==> src/rtl/hesap_pkg.sv <==
// Shared widths, operation/status codes, FSM states and the command payload
// used by the calculator initiator.
package hesap_pkg;

  localparam int unsigned SAYI_W  = 32;
  localparam int unsigned SONUC_W = 64;
  localparam int unsigned TUR_W   = 3;
  localparam int unsigned DURUM_W = 2;
  localparam int unsigned KOMUT_W = TUR_W + 2 * SAYI_W;

  localparam logic [TUR_W-1:0] TUR_TOPLA    = 3'b000;
  localparam logic [TUR_W-1:0] TUR_CIKAR    = 3'b001;
  localparam logic [TUR_W-1:0] TUR_CARP     = 3'b010;
  localparam logic [TUR_W-1:0] TUR_BOL      = 3'b011;
  localparam logic [TUR_W-1:0] TUR_KOK      = 3'b100;
  localparam logic [TUR_W-1:0] TUR_TAN      = 3'b101;
  localparam logic [TUR_W-1:0] TUR_COT      = 3'b110;
  localparam logic [TUR_W-1:0] TUR_GECERSIZ = 3'b111;

  localparam logic [DURUM_W-1:0] DURUM_TAMAM    = 2'b00;
  localparam logic [DURUM_W-1:0] DURUM_TASMA    = 2'b01;
  localparam logic [DURUM_W-1:0] DURUM_GECERSIZ = 2'b10;
  localparam logic [DURUM_W-1:0] DURUM_ZAMAN    = 2'b11;

  typedef enum logic [1:0] {
    BOS    = 2'd0,
    GONDER = 2'd1,
    BEKLE  = 2'd2,
    CEVAP  = 2'd3
  } fsm_e;

  typedef struct packed {
    logic [TUR_W-1:0]  tur;
    logic [SAYI_W-1:0] sayi2;
    logic [SAYI_W-1:0] sayi1;
  } komut_t;

endpackage

==> src/rtl/komut_fifo.sv <==
// Synchronous command FIFO with registered occupancy; a pushed entry becomes
// visible at the read port only from the following cycle.
module komut_fifo #(
  parameter int unsigned DERINLIK = 4,
  parameter int unsigned GENISLIK = 67
) (
  input  logic                      clk,
  input  logic                      rst,
  input  logic                      push_i,
  input  logic [GENISLIK-1:0]       veri_i,
  input  logic                      pop_i,
  output logic [GENISLIK-1:0]       veri_o,
  output logic                      dolu_o,
  output logic                      bos_o,
  output logic [$clog2(DERINLIK):0] sayi_o
);

  localparam int unsigned PTR_W = $clog2(DERINLIK);
  localparam logic [PTR_W:0] TAM = (PTR_W + 1)'(DERINLIK);

  logic [GENISLIK-1:0] mem_q [DERINLIK];
  logic [PTR_W-1:0]    yaz_q;
  logic [PTR_W-1:0]    oku_q;
  logic [PTR_W:0]      sayi_q;
  logic                yaz;
  logic                oku;

  assign yaz    = push_i && !dolu_o;
  assign oku    = pop_i && !bos_o;
  assign dolu_o = (sayi_q == TAM);
  assign bos_o  = (sayi_q == '0);
  assign veri_o = mem_q[oku_q];
  assign sayi_o = sayi_q;

  always_ff @(posedge clk) begin
    if (yaz) mem_q[yaz_q] <= veri_i;
  end

  // Pointers wrap naturally because the depth is a power of two.
  always_ff @(posedge clk) begin
    if (rst) begin
      yaz_q  <= '0;
      oku_q  <= '0;
      sayi_q <= '0;
    end else begin
      if (yaz) yaz_q <= yaz_q + PTR_W'(1);
      if (oku) oku_q <= oku_q + PTR_W'(1);
      case ({yaz, oku})
        2'b10:   sayi_q <= sayi_q + (PTR_W + 1)'(1);
        2'b01:   sayi_q <= sayi_q - (PTR_W + 1)'(1);
        default: sayi_q <= sayi_q;
      endcase
    end
  end

endmodule

==> src/rtl/hesap_istemci.sv <==
// Calculator initiator: buffers commands, issues one at a time, returns tagged
// results. Define HESAP_ZAMAN_ASIMI_EN to bound the wait for the calculator.
module hesap_istemci
  import hesap_pkg::*;
#(
  parameter int unsigned KUYRUK_DERINLIK = 4,
  parameter int unsigned ETIKET_W        = 4,
  parameter int unsigned YERLESME        = 2,
  parameter int unsigned ZAMAN_ASIMI     = 1024
) (
  input  logic                clk,
  input  logic                rst,
  input  logic                komut_gecerli,
  output logic                komut_hazir,
  input  logic [SAYI_W-1:0]   komut_sayi1,
  input  logic [SAYI_W-1:0]   komut_sayi2,
  input  logic [TUR_W-1:0]    komut_tur,
  output logic [SAYI_W-1:0]   sayi1,
  output logic [SAYI_W-1:0]   sayi2,
  output logic [TUR_W-1:0]    tur,
  output logic                istek,
  input  logic [SONUC_W-1:0]  hesap_sonuc,
  input  logic                hesap_hazir,
  input  logic                hesap_gecerli,
  input  logic                hesap_tasma,
  output logic                cevap_gecerli,
  input  logic                cevap_hazir,
  output logic [SONUC_W-1:0]  cevap_sonuc,
  output logic [DURUM_W-1:0]  cevap_durum,
  output logic [ETIKET_W-1:0] cevap_etiket,
  output logic                mesgul
);

  localparam int unsigned SAYAC_UST = (ZAMAN_ASIMI > YERLESME) ? ZAMAN_ASIMI : YERLESME;
  localparam int unsigned SAYAC_W   = $clog2(SAYAC_UST + 1);
  localparam logic [SAYAC_W-1:0] YERLESME_C = SAYAC_W'(YERLESME);
`ifdef HESAP_ZAMAN_ASIMI_EN
  localparam logic [SAYAC_W-1:0] ZAMAN_C = SAYAC_W'(ZAMAN_ASIMI);
`endif

  komut_t                       giris;
  komut_t                       bas;
  logic                         fifo_dolu;
  logic                         fifo_bos;
  logic [$clog2(KUYRUK_DERINLIK):0] fifo_sayi;
  logic                         pop;

  fsm_e                durum_q, durum_d;
  logic [SAYI_W-1:0]   sayi1_q, sayi1_d;
  logic [SAYI_W-1:0]   sayi2_q, sayi2_d;
  logic [TUR_W-1:0]    tur_q, tur_d;
  logic                istek_q, istek_d;
  logic [SAYAC_W-1:0]  sayac_q, sayac_d;
  logic [ETIKET_W-1:0] etiket_sayac_q, etiket_sayac_d;
  logic [ETIKET_W-1:0] cevap_etiket_q, cevap_etiket_d;
  logic [SONUC_W-1:0]  cevap_sonuc_q, cevap_sonuc_d;
  logic [DURUM_W-1:0]  cevap_durum_q, cevap_durum_d;
  logic                cevap_gecerli_q, cevap_gecerli_d;

  assign giris = '{tur: komut_tur, sayi2: komut_sayi2, sayi1: komut_sayi1};

  komut_fifo #(
    .DERINLIK(KUYRUK_DERINLIK),
    .GENISLIK(KOMUT_W)
  ) u_fifo (
    .clk    (clk),
    .rst    (rst),
    .push_i (komut_gecerli),
    .veri_i (giris),
    .pop_i  (pop),
    .veri_o (bas),
    .dolu_o (fifo_dolu),
    .bos_o  (fifo_bos),
    .sayi_o (fifo_sayi)
  );

  assign komut_hazir   = !fifo_dolu;
  assign mesgul        = (durum_q != BOS) || (fifo_sayi != '0);
  assign sayi1         = sayi1_q;
  assign sayi2         = sayi2_q;
  assign tur           = tur_q;
  assign istek         = istek_q;
  assign cevap_gecerli = cevap_gecerli_q;
  assign cevap_sonuc   = cevap_sonuc_q;
  assign cevap_durum   = cevap_durum_q;
  assign cevap_etiket  = cevap_etiket_q;

  always_comb begin
    durum_d         = durum_q;
    sayi1_d         = sayi1_q;
    sayi2_d         = sayi2_q;
    tur_d           = tur_q;
    istek_d         = 1'b0;
    sayac_d         = sayac_q;
    etiket_sayac_d  = etiket_sayac_q;
    cevap_etiket_d  = cevap_etiket_q;
    cevap_sonuc_d   = cevap_sonuc_q;
    cevap_durum_d   = cevap_durum_q;
    cevap_gecerli_d = cevap_gecerli_q;
    pop             = 1'b0;

    case (durum_q)
      BOS: begin
        if (!fifo_bos) begin
          pop            = 1'b1;
          cevap_etiket_d = etiket_sayac_q;
          etiket_sayac_d = etiket_sayac_q + ETIKET_W'(1);
          // Invalid opcodes are answered locally and never reach the calculator.
          if (bas.tur == TUR_GECERSIZ) begin
            cevap_durum_d   = DURUM_GECERSIZ;
            cevap_sonuc_d   = '0;
            cevap_gecerli_d = 1'b1;
            durum_d         = CEVAP;
          end else begin
            sayi1_d = bas.sayi1;
            sayi2_d = bas.sayi2;
            tur_d   = bas.tur;
            istek_d = 1'b1;
            durum_d = GONDER;
          end
        end
      end
      GONDER: begin
        sayac_d = SAYAC_W'(1);
        durum_d = BEKLE;
      end
      BEKLE: begin
        if ((sayac_q >= YERLESME_C) && hesap_hazir) begin
          cevap_sonuc_d   = hesap_sonuc;
          cevap_gecerli_d = 1'b1;
          durum_d         = CEVAP;
          if (!hesap_gecerli)   cevap_durum_d = DURUM_GECERSIZ;
          else if (hesap_tasma) cevap_durum_d = DURUM_TASMA;
          else                  cevap_durum_d = DURUM_TAMAM;
        end
`ifdef HESAP_ZAMAN_ASIMI_EN
        else if (sayac_q >= ZAMAN_C) begin
          cevap_sonuc_d   = '0;
          cevap_durum_d   = DURUM_ZAMAN;
          cevap_gecerli_d = 1'b1;
          durum_d         = CEVAP;
        end else begin
          sayac_d = sayac_q + SAYAC_W'(1);
        end
`else
        else if (sayac_q < YERLESME_C) begin
          sayac_d = sayac_q + SAYAC_W'(1);
        end
`endif
      end
      CEVAP: begin
        if (cevap_hazir) begin
          cevap_gecerli_d = 1'b0;
          durum_d         = BOS;
        end
      end
      default: durum_d = BOS;
    endcase
  end

  always_ff @(posedge clk) begin
    if (rst) begin
      durum_q         <= BOS;
      sayi1_q         <= '0;
      sayi2_q         <= '0;
      tur_q           <= '0;
      istek_q         <= 1'b0;
      sayac_q         <= '0;
      etiket_sayac_q  <= '0;
      cevap_etiket_q  <= '0;
      cevap_sonuc_q   <= '0;
      cevap_durum_q   <= '0;
      cevap_gecerli_q <= 1'b0;
    end else begin
      durum_q         <= durum_d;
      sayi1_q         <= sayi1_d;
      sayi2_q         <= sayi2_d;
      tur_q           <= tur_d;
      istek_q         <= istek_d;
      sayac_q         <= sayac_d;
      etiket_sayac_q  <= etiket_sayac_d;
      cevap_etiket_q  <= cevap_etiket_d;
      cevap_sonuc_q   <= cevap_sonuc_d;
      cevap_durum_q   <= cevap_durum_d;
      cevap_gecerli_q <= cevap_gecerli_d;
    end
  end

endmodule

==> config.mk <==
export PLATFORM = sky130hd
export DESIGN_NAME = hesap_istemci
export DESIGN_NICKNAME = d
export VERILOG_FILES = /design/src/rtl/hesap_pkg.sv /design/src/rtl/komut_fifo.sv /design/src/rtl/hesap_istemci.sv
export SDC_FILE = /design/constraint.sdc
export NUM_CORES = 1
export LEC_CHECK = 0
export CORE_ASPECT_RATIO = 0.75
export CORE_MARGIN = 2
export CORE_UTILIZATION = 50
export CTS_CLUSTER_SIZE = 40
export DETAILED_ROUTE_END_ITERATION = 6
export PLACE_DENSITY_LB_ADDON = 0.12
export SLEW_MARGIN = 20
export SYNTH_ARGS = -nofsm -noshare
export SYNTH_HDL_FRONTEND = slang
export SYNTH_SLANG_ARGS = --single-unit
==> constraint.sdc <==
create_clock -name clk -period 3.4 [get_ports clk]
set_clock_uncertainty 0.15 [all_clocks]
set_input_delay 0.68 -clock clk [delete_from_list [all_inputs] [get_ports clk]]
set_output_delay 0.68 -clock clk [all_outputs]
set_load 0.005 [all_outputs]
==> summary.txt, run 1 <==
Status
  • Status: complete, no violations

Die
  • Die width: approximately 210 µm
  • Die area: about 0.033 mm²
  • Core footprint: ~0.030 mm²
  • Initial Util: between 50% and 60%
  • Die Ht: around 160 µm
  • I/O pin total: roughly 280
  • Core Rows: between 50 and 60

Place
  • Pre-CTS setup slack: around 0.49 ns
  • HPWL Detailed: 20.96 mm
  • GPL Wtd Cong: slightly above 0.8
  • Port buffer count: ~280

Yosys
  • Post-synth net total: 1110
  • Synth warn: 0
  • Sequential-to-total area share from yosys stat: 73.01%
  • Synth Flop Type: edfxtp_1
  • Seq cells post-synth: approximately 430
  • Post-synth EDFFs: 268
  • Syn Std Cell Area: 0.01555 mm²
  • Yosys cell types: between 40 and 50
  • Post-synth ARST share: 0%
  • Avg Inst Size Synth: between 15 and 20 µm²
  • Syn Inst Count: 958

Route
  • Post-route antenna net violation count: 0
  • Drt drc: 0
  • Pre-antenna DRT Iters: 5
  • Initial DRC count: approximately 630
  • DR vias/cell: 5.400
  • Via count: 9050
  • Routed WL per cell: between 20 and 25 µm
  • Final wirelength: between 30 and 40 mm

STA
  • Worst-Margin Slew: about 0.96 ns
  • Slew HR: approximately 36%
  • Final Critical Period: 3.201 ns
  • F_max: ~0.31 GHz
  • Final WS setup: around 0.2 ns
  • RSZ-0062 raised after global routing: false
  • Setup TNS Final: 0 ns
  • Final setup vio count: 0
  • Tcrit/Tclk final: 94.14%
  • Final Slew Violations: 0
  • Endpoints failing hold: 0

Cells and area
  • Area of the multi-input gates: about 0.0039 mm²
  • Area Overhead vs Synth: 29.81%
  • Final Core Density: 66.50%
  • Register area: between 0.01 and 0.015 mm²
  • Final net count: around 1400
  • Fillers: 2175
  • Layout cell share with drive strength beyond 1: ~13%

GRT
  • Total Routing Usage GR: between 20% and 30%
  • Largest net degree at the start of global routing: 68
  • Grt ovf: 0
  • Wire length of the first global-routing pass: roughly 53 mm
  • Number of global-route vias before repair: roughly 8900
  • Initial antenna violation count: 3

Setup path
  • CP peak stage delay: roughly 0.64 ns
  • Worst EP required: 2.57 ns
  • Critical path class: reg -> out
  • Worst Setup End Kind: output pin
  • CP cell instances: inv_1 -> ha_1 -> or4b_2 -> clkdlybuf4s50_1
  • Critical path arrival: ~2.4 ns
  • Slowest-stage cell, CP: or4b_2
  • Crit Path Max Fanout: 5
  • Startpoint types: flip-flop

Power and ir drop
  • P_int: 0.01136 W
  • Maximum vdd drop: ~0.00069 V
  • Final total power: roughly 0.016 W
  • Leak: 6.758 nW
  • Combinational share of power: 27.0%
  • Clock power frac: 29.8%
  • Psw: between 0.004 and 0.005 W
  • Flop pwr share: a little over two fifths
  • Pwr/cell area: 787.4 mW/mm²
  • Sw frac: around 29%

Clocking
  • Cts repair resizes: 0
  • Post-CTS Hold Fix Bufs: 0
  • CTS sink count: roughly 430
  • Later-pin clock latency in the skew report: between 0.5 and 0.6 ns
  • Number of buffers created by CTS: 42
  • CTS Root Cell: clkbuf_16
  • Register clock-pin slew on the reported worst setup and hold paths: ~0.06 ns
  • Max Buffers Root-to-Sink: 3
  • # Post-CTS Setup Buffers: 0
  • CTS tree: done
  • H-Tree Depth: 2

Worst hold path
  • Hold Path Class: reg -> reg

Job
  • Max Cap Viol: 0
## cells in the final DEF (no fill, tap or decap), types with 5 or more instances in the layout
cell type,n
buf_4,9
clkinv_1,5
and2_1,7
xor2_1,5
clkbuf_8,5
nor2_1,18
clkinv_2,6
mux4_2,67
a21oi_1,74
a22o_1,64
clkbuf_16,42
clkbuf_1,9
dfxtp_1,163
clkdlybuf4s50_1,277
bufinv_16,5
buf_12,7
inv_1,14
edfxtp_1,268
nand2_1,143
nor2b_1,5
ha_1,13
## power groups by stage
stage | combinational (W) | sequential (W) | clock (W)
after floorplan | 0.00255 | 0.00691 | 0
after global placement | 0.00431 | 0.00696 | 0
after detailed placement | 0.00436 | 0.00698 | 0
after CTS | 0.00438 | 0.00688 | 0.00484
after global routing | 0.00471 | 0.00696 | 0.00504
final | 0.00429 | 0.00687 | 0.00473
## per-layer routing
metal	part of all wire, %	GRT usage, %	vias to the layer above
met5	0.032	0	-
met4	1.8	6.349	2
met3	6.6	5.198	47
met2	47	33.76	275
met1	44	29.33	4486
li1	-	-	4240
## kinds of logic after synthesis
kind of cell | count (synthesis) | synth area share (%)
fa+ha+maj | 14 | 1.175
mux | 67 | 9.706
simple gates | 202 | 5.771
xor+xnor | 8 | 0.4507
buf+inv | 69 | 2.382
flops | 433 | 73.01
compound gates | 165 | 7.501
## worst max-delay path: cells and delay by family, from the launching register on
family,cells,cell delay [ns]
flops,1,0.33
buf+inv,2,0.62
fa+ha+maj,1,0.24
simple gates,1,0.64
## metrics by stage
stage,instances,area [µm²],hold WS (ns)
finish,1676,20180,0.3019
global route,1674,20180,0.3178
CTS,1673,20170,0.3045
detailed placement,1595,18760,0.2959
global placement,1595,18760,0.2921
floorplan,958,15550,0.2936
## path summary, 6_finish.rpt
kind,start,end,slack (ns),depth (start not counted)
setup / recovery,durum_q[1],mesgul,0.20,4
hold / removal,sayi1[6],sayi1[6],0.30,2
setup reg to reg,durum_q[1],cevap_sonuc[0],0.74,7
hold reg to reg,sayi1[6],sayi1[6],0.30,2
## synth_stat cells (5+ instances only)
master / number / area share (%)
xor2_1: 5 / 0.28
ha_1: 13 / 1.0
inv_1: 14 / 0.34
mux4_2: 67 / 9.7
buf_2: 5 / 0.16
buf_1: 6 / 0.14
nor2_1: 18 / 0.43
dfxtp_1: 165 / 21
a22o_1: 64 / 3.6
nand2_1: 143 / 3.5
clkbuf_1: 29 / 0.70
a21oi_1: 74 / 2.4
nor2b_1: 5 / 0.20
buf_6: 13 / 0.94
edfxtp_1: 268 / 52
and2_1: 7 / 0.28
## final cells by class
class                   instances  area share, %
diodes                          3        0.03720
clock buffers                  56          5.716
clock inverters                22          1.283
inverters                      14         0.2604
multi-input cells             456          19.18
flip-flops and latches        433          56.28
well taps                     399          2.474
repair buffers                293          14.77
## sequential cells by signal (all words and copies together), names as in the netlist, named ones only
name            cells
u_fifo.mem_q      268
cevap_sonuc        64
sayi1              32
sayi2              32
sayac_q            11
cevap_etiket        4
etiket_sayac_q      4
tur                 3
u_fifo.sayi_o       3
cevap_durum         2
durum_q             2
u_fifo.oku_q        2
u_fifo.yaz_q        2
cevap_gecerli       1
istek               1
Note: power is estimated with default switching activity, not from simulation.
==> run 2: changes to the inputs <==
HOLD_SLACK_MARGIN = 0.15   (was default)
==> results of run 2 <==
No change in the layout: final DEF, timing and power equal those of run 1.
==> run 3: changes to the inputs <==
SETUP_SLACK_MARGIN = 0.4   (was default)
==> summary.txt, run 3 (synthesis results as in run 1) <==
Route
  • DR vias/cell: 5.393 (-0.12%)
  • Via count: 9039 (-0.12%)
  • Pre-antenna DRT Iters: 5 (unchanged)
  • Initial DRC count: 633 (unchanged)
  • Drt drc: 0 (unchanged)
  • Routed WL per cell: 20.65 µm (about the same)
  • Final wirelength: 34.62 mm (about the same)
  • Post-route antenna net violation count: 0 (unchanged)

STA
  • Setup TNS Final: 0 ns (unchanged)
  • Endpoints failing hold: 0 (unchanged)
  • Worst hold slack: 0.3019 ns (unchanged)
  • RSZ-0062 raised after global routing: false
  • Worst-Margin Slew: 0.9603 ns (+0.0003073 ns)
  • Final setup vio count: 0 (unchanged)
  • Final Critical Period: 2.832 ns (-0.3687 ns)
  • F_max: 0.3531 GHz (+13%)
  • Final Slew Violations: 0 (unchanged)
  • Tcrit/Tclk final: 83.30% (-11 points)
  • Slew HR: 35.98% (about the same)

Setup path
  • CP cell instances: inv_1 -> ha_2 -> or4b_2 -> clkbuf_2
  • Critical path class: reg -> out
  • Buf/Inv on CP: 2 (unchanged)
  • Crit Path Max Fanout: 5 (unchanged)
  • Critical path arrival: 2.00 ns (-0.37 ns)
  • CP peak stage delay: 0.63 ns (about the same)
  • Worst Setup End Kind: output pin
  • Startpoint types: flip-flop
  • Worst EP required: 2.57 ns (about the same)
  • Slowest-stage cell, CP: or4b_2
  • Delay-heaviest family, CP: simple AND/OR/NAND/NOR gates

Die
  • I/O pin total: 279 (unchanged)
  • Die area: 0.03253 mm² (unchanged)
  • Die width: 207.6 µm (unchanged)
  • Die Ht: 156.7 µm (unchanged)
  • Core Rows: 55 (unchanged)
  • Initial Util: 51.23% (unchanged)
  • Core footprint: 0.03035 mm² (unchanged)

GRT
  • Wire length of the first global-routing pass: 53.02 mm (unchanged)
  • Busiest grt layer: met2
  • Largest net degree at the start of global routing: 68 (unchanged)
  • Number of global-route vias before repair: 8897 (unchanged)
  • Met2 track demand over resource: 33.76% (unchanged)
  • Total Routing Usage GR: 21.23% (unchanged)
  • Initial antenna violation count: 3 (unchanged)
  • Grt ovf: 0 (unchanged)
  • GR Util met3: 5.198% (unchanged)
  • M1 GR Usage: 29.33% (unchanged)

Power and ir drop
  • Leak: 6.757 nW (about the same)
  • Combinational share of power: 27.0% (about the same)
  • Sw frac: 28.53% (about the same)
  • P_int: 0.01135 W (about the same)
  • Maximum vdd drop: 0.0007803 V (+12%)
  • Psw: 0.004532 W (about the same)
  • Clock power frac: 29.8% (about the same)
  • Pwr/cell area: 787.1 mW/mm² (about the same)
  • Flop pwr share: 43.2% (about the same)

Worst hold path
  • Hold Path Class: reg -> reg

Job
  • Max Cap Viol: 0 (unchanged)

Cells and area
  • Layout cell share with drive strength beyond 1: 13.03% (+0.16 points)
  • Most common cell after layout, fill and taps aside: clkdlybuf4s50_1
  • Final net count: 1392 (unchanged)
  • Largest reg by FF count: u_fifo.mem_q
  • Max FFs per register: 268 (unchanged)
  • Area Overhead vs Synth: 29.79% (about the same)
  • Most frequent cells in the layout: clkdlybuf4s50_1 (276), edfxtp_1 (268), dfxtp_1 (163)

Clocking
  • Number of buffers created by CTS: 42 (unchanged)
  • Later-pin clock latency in the skew report: 0.55 ns (about the same)
  • CTS tree: done
  • Register clock-pin slew on the reported worst setup and hold paths: 0.06 ns (about the same)
  • H-Tree Depth: 2 (unchanged)
  • # Post-CTS Setup Buffers: 0 (unchanged)
  • Max Buffers Root-to-Sink: 3 (unchanged)
  • CTS sink count: 433 (unchanged)
  • Post-CTS Hold Fix Bufs: 0 (unchanged)
  • CTS Root Cell: clkbuf_16

Status
  • Status: complete, no violations

Place
  • HPWL Detailed: 20.96 mm (unchanged)
  • Port buffer count: 278 (unchanged)
  • GPL Wtd Cong: 0.8201 (unchanged)
-- run 3: cell type report --
type,count,area [µm²]
Antenna cell,3,7.507
Clock buffer,56,1154
Clock inverter,22,259.0
Fill cell,2177,10170
Inverter,14,52.55
Multi-Input combinational cell,456,3872
Sequential cell,433,11360
Tap cell,399,499.2
Timing Repair Buffer,293,2975
-- run 3: metal layers --
| layer | part of all wire [%] | vias to the layer above | wire length [µm] |
|---|---|---|---|
| met1 | 44 | 4472 | 15330 |
| met4 | 1.8 | 2 | 610 |
| met5 | 0.032 | - | 11 |
| li1 | - | 4241 | - |
| met2 | 47 | 277 | 16340 |
| met3 | 6.7 | 47 | 2317 |
-- run 3: final timing paths --
check | slack, ns | cells after the start | startpoint | end
max | 0.57 | 4 | durum_q[1] | mesgul
min | 0.30 | 2 | sayi1[6] | sayi1[6]
max reg2reg | 0.76 | 7 | durum_q[1] | cevap_sonuc[0]
min reg2reg | 0.30 | 2 | sayi1[6] | sayi1[6]
-- run 3: through the flow --
step                cell area [µm²]  std cells  setup slack [ns]  utilization [%]  power [W]
CTS                           20180       1673            0.4256            66.48    0.01609
floorplan                     15550        958            0.5253                -   0.009462
detailed placement            18760       1595            0.4871            61.82    0.01134
global route                  20170       1674            0.4694            66.47    0.01670
finish                        20180       1676            0.5678            66.49    0.01588
global placement              18760       1595            0.5310            61.82    0.01127
-- run 3: power by group through the flow --
stage | Clock (W) | Combinational (W) | Sequential, W
final | 0.00473 | 0.00428 | 0.00687
after global routing | 0.00504 | 0.00470 | 0.00696
after CTS | 0.00484 | 0.00437 | 0.00688
after detailed placement | 0 | 0.00436 | 0.00698
after global placement | 0 | 0.00431 | 0.00696
after floorplan | 0 | 0.00255 | 0.00691
-- run 3: what timing repair did --
action,in CTS,in global routing
setup endpoints to repair,1,1
gates resized for setup,3,1
cloned,0,0
endpoints found under the hold margin,0,0
-- run 3: worst register-to-register path: cells and delay by family, from the launching register on --
kind	cells	cell delay, ns
AOI/OAI and AO/OA	3	0.88
adders and majority gates	1	0.23
buffers and inverters	2	0.38
DFF	1	0.33
and+or+nand+nor	1	0.63
